==> config.mk <==
export PLATFORM = sky130hd
export DESIGN_NAME = d_debounce_sync
export DESIGN_NICKNAME = d
export VERILOG_FILES = /design/src/rtl/d_debounce_pkg.sv /design/src/rtl/d_debounce_sync_chain.sv /design/src/rtl/d_debounce_sync.sv
export SDC_FILE = /design/constraint.sdc
export NUM_CORES = 1
export LEC_CHECK = 0
export CORE_AREA = 5 5 42 44
export CTS_CLUSTER_DIAMETER = 150
export CTS_CLUSTER_SIZE = 10
export DETAILED_ROUTE_END_ITERATION = 16
export DIE_AREA = 0 0 47 49
export HOLD_SLACK_MARGIN = 0.02
export PLACE_DENSITY = 0.52
export SLEW_MARGIN = 20
export SYNTH_ARGS = -nofsm -noshare
export SYNTH_HDL_FRONTEND = slang
export SYNTH_SLANG_ARGS = --single-unit
==> constraint.sdc <==
create_clock -name clk -period 2.1 [get_ports clk]
set_clock_uncertainty 0.2 [all_clocks]
set_input_delay 0.525 -clock clk [delete_from_list [all_inputs] [get_ports clk]]
set_output_delay 0.525 -clock clk [all_outputs]
set_load 0.005 [all_outputs]
==> src/rtl/d_debounce_pkg.sv <==
// Shared constants for the d_debounce_sync block: FSM state encodings and helpers.
package d_debounce_pkg;

  localparam logic [1:0] ST_LOW    = 2'd0;
  localparam logic [1:0] ST_WAIT_H = 2'd1;
  localparam logic [1:0] ST_HIGH   = 2'd2;
  localparam logic [1:0] ST_WAIT_L = 2'd3;

  // Both wait states have bit 0 set; busy is simply "in a qualification window".
  function automatic logic is_wait(input logic [1:0] st);
    return (st == ST_WAIT_H) || (st == ST_WAIT_L);
  endfunction

endpackage

==> src/rtl/d_debounce_sync_chain.sv <==
// Parameterised flop chain used as a metastability synchroniser, cleared by synchronous reset.
module sync_chain #(
  parameter int STAGES = 2
) (
  input  logic clk,
  input  logic reset,
  input  logic in_i,
  output logic out_o
);

  logic [STAGES-1:0] chain_q;

  always_ff @(posedge clk) begin
    if (reset) chain_q <= '0;
    else       chain_q <= {chain_q[STAGES-2:0], in_i};
  end

  assign out_o = chain_q[STAGES-1];

endmodule

==> src/rtl/d_debounce_sync.sv <==
// Synchronises and debounces a raw level input, producing a clean level plus rise/fall pulses.
module d_debounce_sync
  import d_debounce_pkg::*;
#(
  parameter int SYNC_STAGES     = 2,
  parameter int DEBOUNCE_CYCLES = 4,
  parameter int CNT_W           = 3
) (
  input  logic clk,
  input  logic reset,
  input  logic d_raw,
  output logic d_clean,
  output logic d_clean_bar,
  output logic rise_pulse,
  output logic fall_pulse,
  output logic busy
);

  localparam logic [CNT_W-1:0] CNT_MAX = CNT_W'(DEBOUNCE_CYCLES - 1);

  logic             s;
  logic [1:0]       state_q, state_d;
  logic [CNT_W-1:0] cnt_q, cnt_d;
  logic             clean_q, clean_d;
  logic             rise_q, rise_d;
  logic             fall_q, fall_d;
  logic             busy_q;

  sync_chain #(.STAGES(SYNC_STAGES)) u_sync (
    .clk   (clk),
    .reset (reset),
    .in_i  (d_raw),
    .out_o (s)
  );

  always_comb begin
    state_d = state_q;
    cnt_d   = cnt_q;
    clean_d = clean_q;
    rise_d  = 1'b0;
    fall_d  = 1'b0;
    case (state_q)
      ST_LOW: if (s) begin
        state_d = ST_WAIT_H;
        cnt_d   = CNT_W'(1);
      end
      ST_WAIT_H: begin
        if (!s) begin
          state_d = ST_LOW;
          cnt_d   = '0;
        end else if (cnt_q == CNT_MAX) begin
          state_d = ST_HIGH;
          clean_d = 1'b1;
          rise_d  = 1'b1;
          cnt_d   = '0;
        end else begin
          cnt_d = cnt_q + 1'b1;
        end
      end
      ST_HIGH: if (!s) begin
        state_d = ST_WAIT_L;
        cnt_d   = CNT_W'(1);
      end
      ST_WAIT_L: begin
        if (s) begin
          state_d = ST_HIGH;
          cnt_d   = '0;
        end else if (cnt_q == CNT_MAX) begin
          state_d = ST_LOW;
          clean_d = 1'b0;
          fall_d  = 1'b1;
          cnt_d   = '0;
        end else begin
          cnt_d = cnt_q + 1'b1;
        end
      end
      default: begin
        state_d = ST_LOW;
        cnt_d   = '0;
      end
    endcase
  end

  always_ff @(posedge clk) begin
    if (reset) begin
      state_q <= ST_LOW;
      cnt_q   <= '0;
      clean_q <= 1'b0;
      rise_q  <= 1'b0;
      fall_q  <= 1'b0;
      busy_q  <= 1'b0;
    end else begin
      state_q <= state_d;
      cnt_q   <= cnt_d;
      clean_q <= clean_d;
      rise_q  <= rise_d;
      fall_q  <= fall_d;
      busy_q  <= is_wait(state_d);
    end
  end

  assign d_clean     = clean_q;
  assign d_clean_bar = ~clean_q;
  assign rise_pulse  = rise_q;
  assign fall_pulse  = fall_q;
  assign busy        = busy_q;

endmodule
Word-level counts from Yosys, hierarchy flattened
Cells that the tools add are included.
{"block": "word_totals", "ff_bits": 11, "input_bits": 3, "output_inout_bits": 5}
{"block": "classes", "addsub": 1, "eq_ne": 12, "mux": 19, "n_bitwise": 4, "reduce_logical": 7}
{"op": "$mux W3", "count": 5}
{"op": "$mux W2", "count": 6}
{"op": "$pmux W3 S4", "count": 1}
{"op": "$ne A2 B2 Y1 const B", "count": 4}
{"op": "$pmux W2 S4", "count": 1}
{"op": "$eq A2 B2 Y1 const B", "count": 3}
{"op": "$reduce_or A3 Y1", "count": 2}
{"op": "$mux W1", "count": 5}
{"op": "$reduce_and A5 Y1", "count": 1}
{"op": "$eq A2 B1 Y1 const B", "count": 2}
{"op": "$ne A2 B1 Y1 const B", "count": 2}
{"op": "$not A1 Y1", "count": 4}
{"op": "$add A3 B1 Y3 const B", "count": 1}
{"op": "$eq A3 B2 Y1 const B", "count": 1}
{"op": "$logic_not A2 Y1", "count": 1}
{"op": "$pmux W1 S2", "count": 1}
{"op": "$reduce_and A2 Y1", "count": 1}
{"op": "$reduce_bool A2 Y1", "count": 1}
{"op": "$logic_or A1 B1 Y1", "count": 1}

Longest topological paths before layout
{"block": "depth", "depth_word": 6, "ltp_mapped": 4, "ltp_nobuf": 4}

Modules after synthesis
Synthesis repeated with hierarchy kept, for this count alone.
{"block": "hier_totals", "cells_unflattened": 39, "area_unflattened_um2": 427.9}
{"mod": "d_debounce_sync", "n_inst": 1, "cells_per_inst": 35, "area_per_inst_um2": 375.4, "seq_area_each_um2": 160.2}
{"mod": "sync_chain", "n_inst": 1, "cells_per_inst": 4, "area_per_inst_um2": 52.6, "seq_area_each_um2": 40.0}

Worst setup path after synthesis
No wires, ideal clock.
{"block": "synth_timing", "path_type": "reg2reg", "from": "register state_q[1]", "to": "register cnt_q[2]", "setup_ns": 0.072, "arrival_time_ns": 1.058, "t_required_ns": 1.828, "path_slack_ns": 0.769, "stages_incl_launch_ff": 4, "path_buffers": 0, "cell_sequence": "dfxtp_1 -> xor2_2 -> mux2_4 -> nor3b_2"}
{"block": "synth_between", "elab_chain_len": 3}
{"element": "start, declared", "line_no": "d_debounce_sync.sv:22", "source": "logic [1:0] state_q, state_d;"}
{"element": "start signal, assigned", "line_no": "d_debounce_sync.sv:93", "source": "state_q <= state_d;"}
{"element": "$eq A2 B2 Y1 / $logic_not A2 Y1 (equally long branches)", "line_no": "d_debounce_sync.sv:42", "source": "case (state_q)"}
{"element": "$ne A2 B2 Y1 (no source line) / $ne A2 B1 Y1 (equally long branches)"}
{"element": "$reduce_and A2 Y1 (no source line)"}
{"element": "end signal, assigned", "line_no": "d_debounce_sync.sv:94", "source": "cnt_q <= cnt_d;"}
{"element": "end, declared", "line_no": "d_debounce_sync.sv:23", "source": "logic [CNT_W-1:0] cnt_q, cnt_d;"}
Parallel ways exist; a longest one is shown, timed or not.
A chain may end at the register's enable or synchronous reset.

Final worst setup path
{"block": "layout_timing", "from": "register busy_q (netlist: busy)", "to": "output port busy"}
{"element": "start, declared", "line_no": "d_debounce_sync.sv:27", "source": "logic busy_q;"}
{"element": "start signal, assigned", "line_no": "d_debounce_sync.sv:98", "source": "busy_q <= is_wait(state_d);"}
{"element": "end, declared", "line_no": "d_debounce_sync.sv:16", "source": "output logic busy"}
No word-level cell between the ends.

==> run metrics <==
status complete, no violations; Static Leak 0.180 nW; count leader, synth dfxtp_1; die area 0.00230 mm2; Via Count 300; area leader, netlist dfxtp_1; port bufs 7; WL/cell 10.4 um; CP top delay family buffers and inverters; TritonCTS Buffers 3; H-tree depth 1; Top Usage Layer GRT met2; GR Layer Usage met1 6.67%; hold path start u_sync.chain_q[0]; largest net degree at the start of global routing 12; register share of total power 56.7%; final total negative setup slack 0 ns; final WL 657 um; worst-path maximum fanout 8; Most used DFF post-synth dfxtp_1; Nets 53; worst slack at placement 0.234 ns; synthesized cell area 428 um2; YS warnings 0; dominant cells by area after synthesis dfxtp_1 (47%), buf_6 (5.3%), nor4b_1 (4.1%); CP arrival 1.25 ns; n_diodes 0; Cell Chain, Critical Path clkdlybuf4s50_1; DRC 0; post-synthesis sequential area ratio 46.8%; RSZ-0062 raised after global routing no; fmax 507 MHz; CP Launch Type flop; met2 Use GR 11.3%; Final ANT Viol Nets 0; Worst Tran Pin Value 0.385 ns; CP max stage cell clkdlybuf4s50_1; Routability Congestion 0.689; postcts setup bufs 0; FF-to-FF setup slack 0.65 ns; layout cells sized above 1 17.0%; CP required 1.37 ns; starting DRC count in detailed routing 2; Die Y 49 um; combinational share of power 10.4%; global-route wire length before repair 1.11 mm; worst skew pair latency 0.25 ns; total power divided by cell area 692 mW/mm2; grt met3 use 3.32%; asr flop ratio synth 0%; Setup violations, final 0; Sw Ratio 20.1%; vias in the first global route 300; Rel. slew slack 74.3%; fin. max-slew vios 0; EDFF count, synth 0; Synth top area share 46.8%; global route total overflow 0; Die Width 47 um; crit path from busy; Synth Net Count 43; Avg Cell Area, Syn 11.0 um2; CP Capture Type primary output; Yosys reg bits 10; CTS root buf clkbuf_4; critical path class flop to primary output; Buf+Inv Stages, Crit Path 1; HP Class flop to flop; vias per cell 4.76; Final WS setup 0.127 ns; Reg2Reg Launch Point u_sync.chain_q[1]; Starting Density 30.5%; clk sink count 10; clock slew at reported path FFs 0.05 ns; Internal 0.286 mW; # IOs 8; # hold bufs at CTS 0; Max Cap Violations 0; crit path time final 1.97 ns; final period utilization 93.9%; Rows 14; initial antenna violation count 0; Area Overhead vs Synth 21.1%; crit-path max cell delay 0.55 ns; First-pass DRT Iterations 2; CTS resizes 0; Mapped Cells 39; clock tree buffer depth 2; NetSw 0.0721 mW; top cells by count, synth dfxtp_1 (10), a21oi_1 (3); Final Hold Viols 0; power share of the clock group 32.8%; VDD IR-drop max 0.000373 V; Core Region 0.00140 mm2; Tot GR Track Use 6.71%; TritonCTS clock tree built; Cell variety after synth 22
## per-layer routing
metal	part of all wire (%)	up-vias	wire length, um
li1	-	155	-
met5	0	-	0
met4	0	0	0
met2	53	4	345
met1	43	141	285
met3	3.8	0	25
## final cells by class
class                   instances  area, um2
fillers                       148        883
flip-flops and latches         10        200
multi-input cells              25        198
repair buffers                  7       70.1
clock buffers                   3       22.5
well taps                      16       20.0
inverters                       2       7.51
## cell families (layout without fill, tap and decap cells)
logic type	Yosys count	after routing	share of synthesized area, %
simple gates	14	14	22.2
compound gates	7	7	11.7
flops	10	10	46.8
fa+ha+maj	1	1	2.92
xor+xnor	2	2	5.85
mux	1	1	3.51
buf+inv	4	12	7.02
## sequential cells by signal, indices dropped and copies added (netlist names)
name and count:
cnt_q 3, u_sync.chain_q 2, busy 1, d_clean 1, fall_pulse 1, rise_pulse 1
state_q 1
## placed cells by master (no fill, tap or decap), types with 2 or more instances in the layout
cell type / instances
a21oi_1: 3
clkbuf_4: 3
clkdlybuf4s50_1: 7
dfxtp_1: 10
inv_1: 2
nand2_1: 2
nand3b_1: 2
nor2b_1: 2
nor4b_1: 2
## worst paths after layout
check                      end  cells after the start
min reg2reg  u_sync.chain_q[1]                      1
max reg2reg           cnt_q[2]                      3
max                       busy                      1
min          u_sync.chain_q[1]                      1
## power by group through the flow
| stage | combinational (mW) | clock [mW] | sequential, mW |
|---|---|---|---|
| finish | 0.0373 | 0.118 | 0.203 |
| global route | 0.0402 | 0.137 | 0.205 |
| CTS | 0.0379 | 0.123 | 0.203 |
| detailed placement | 0.0378 | 0 | 0.208 |
| global placement | 0.0374 | 0 | 0.207 |
| floorplan | 0.0222 | 0 | 0.206 |
## metrics by stage
step                      power, mW  hold slack [ns]  util (%)  cell area (um2)  std cells
final                         0.358            0.252      37.0              518         63
after global routing          0.382            0.286      37.0              518         63
after CTS                     0.365            0.261      37.0              518         63
after detailed placement      0.245            0.249      35.4              495         60
after global placement        0.245            0.239      35.4              495         60
after floorplan               0.228            0.214         -              428         39
(Power assumes the default switching activity.)
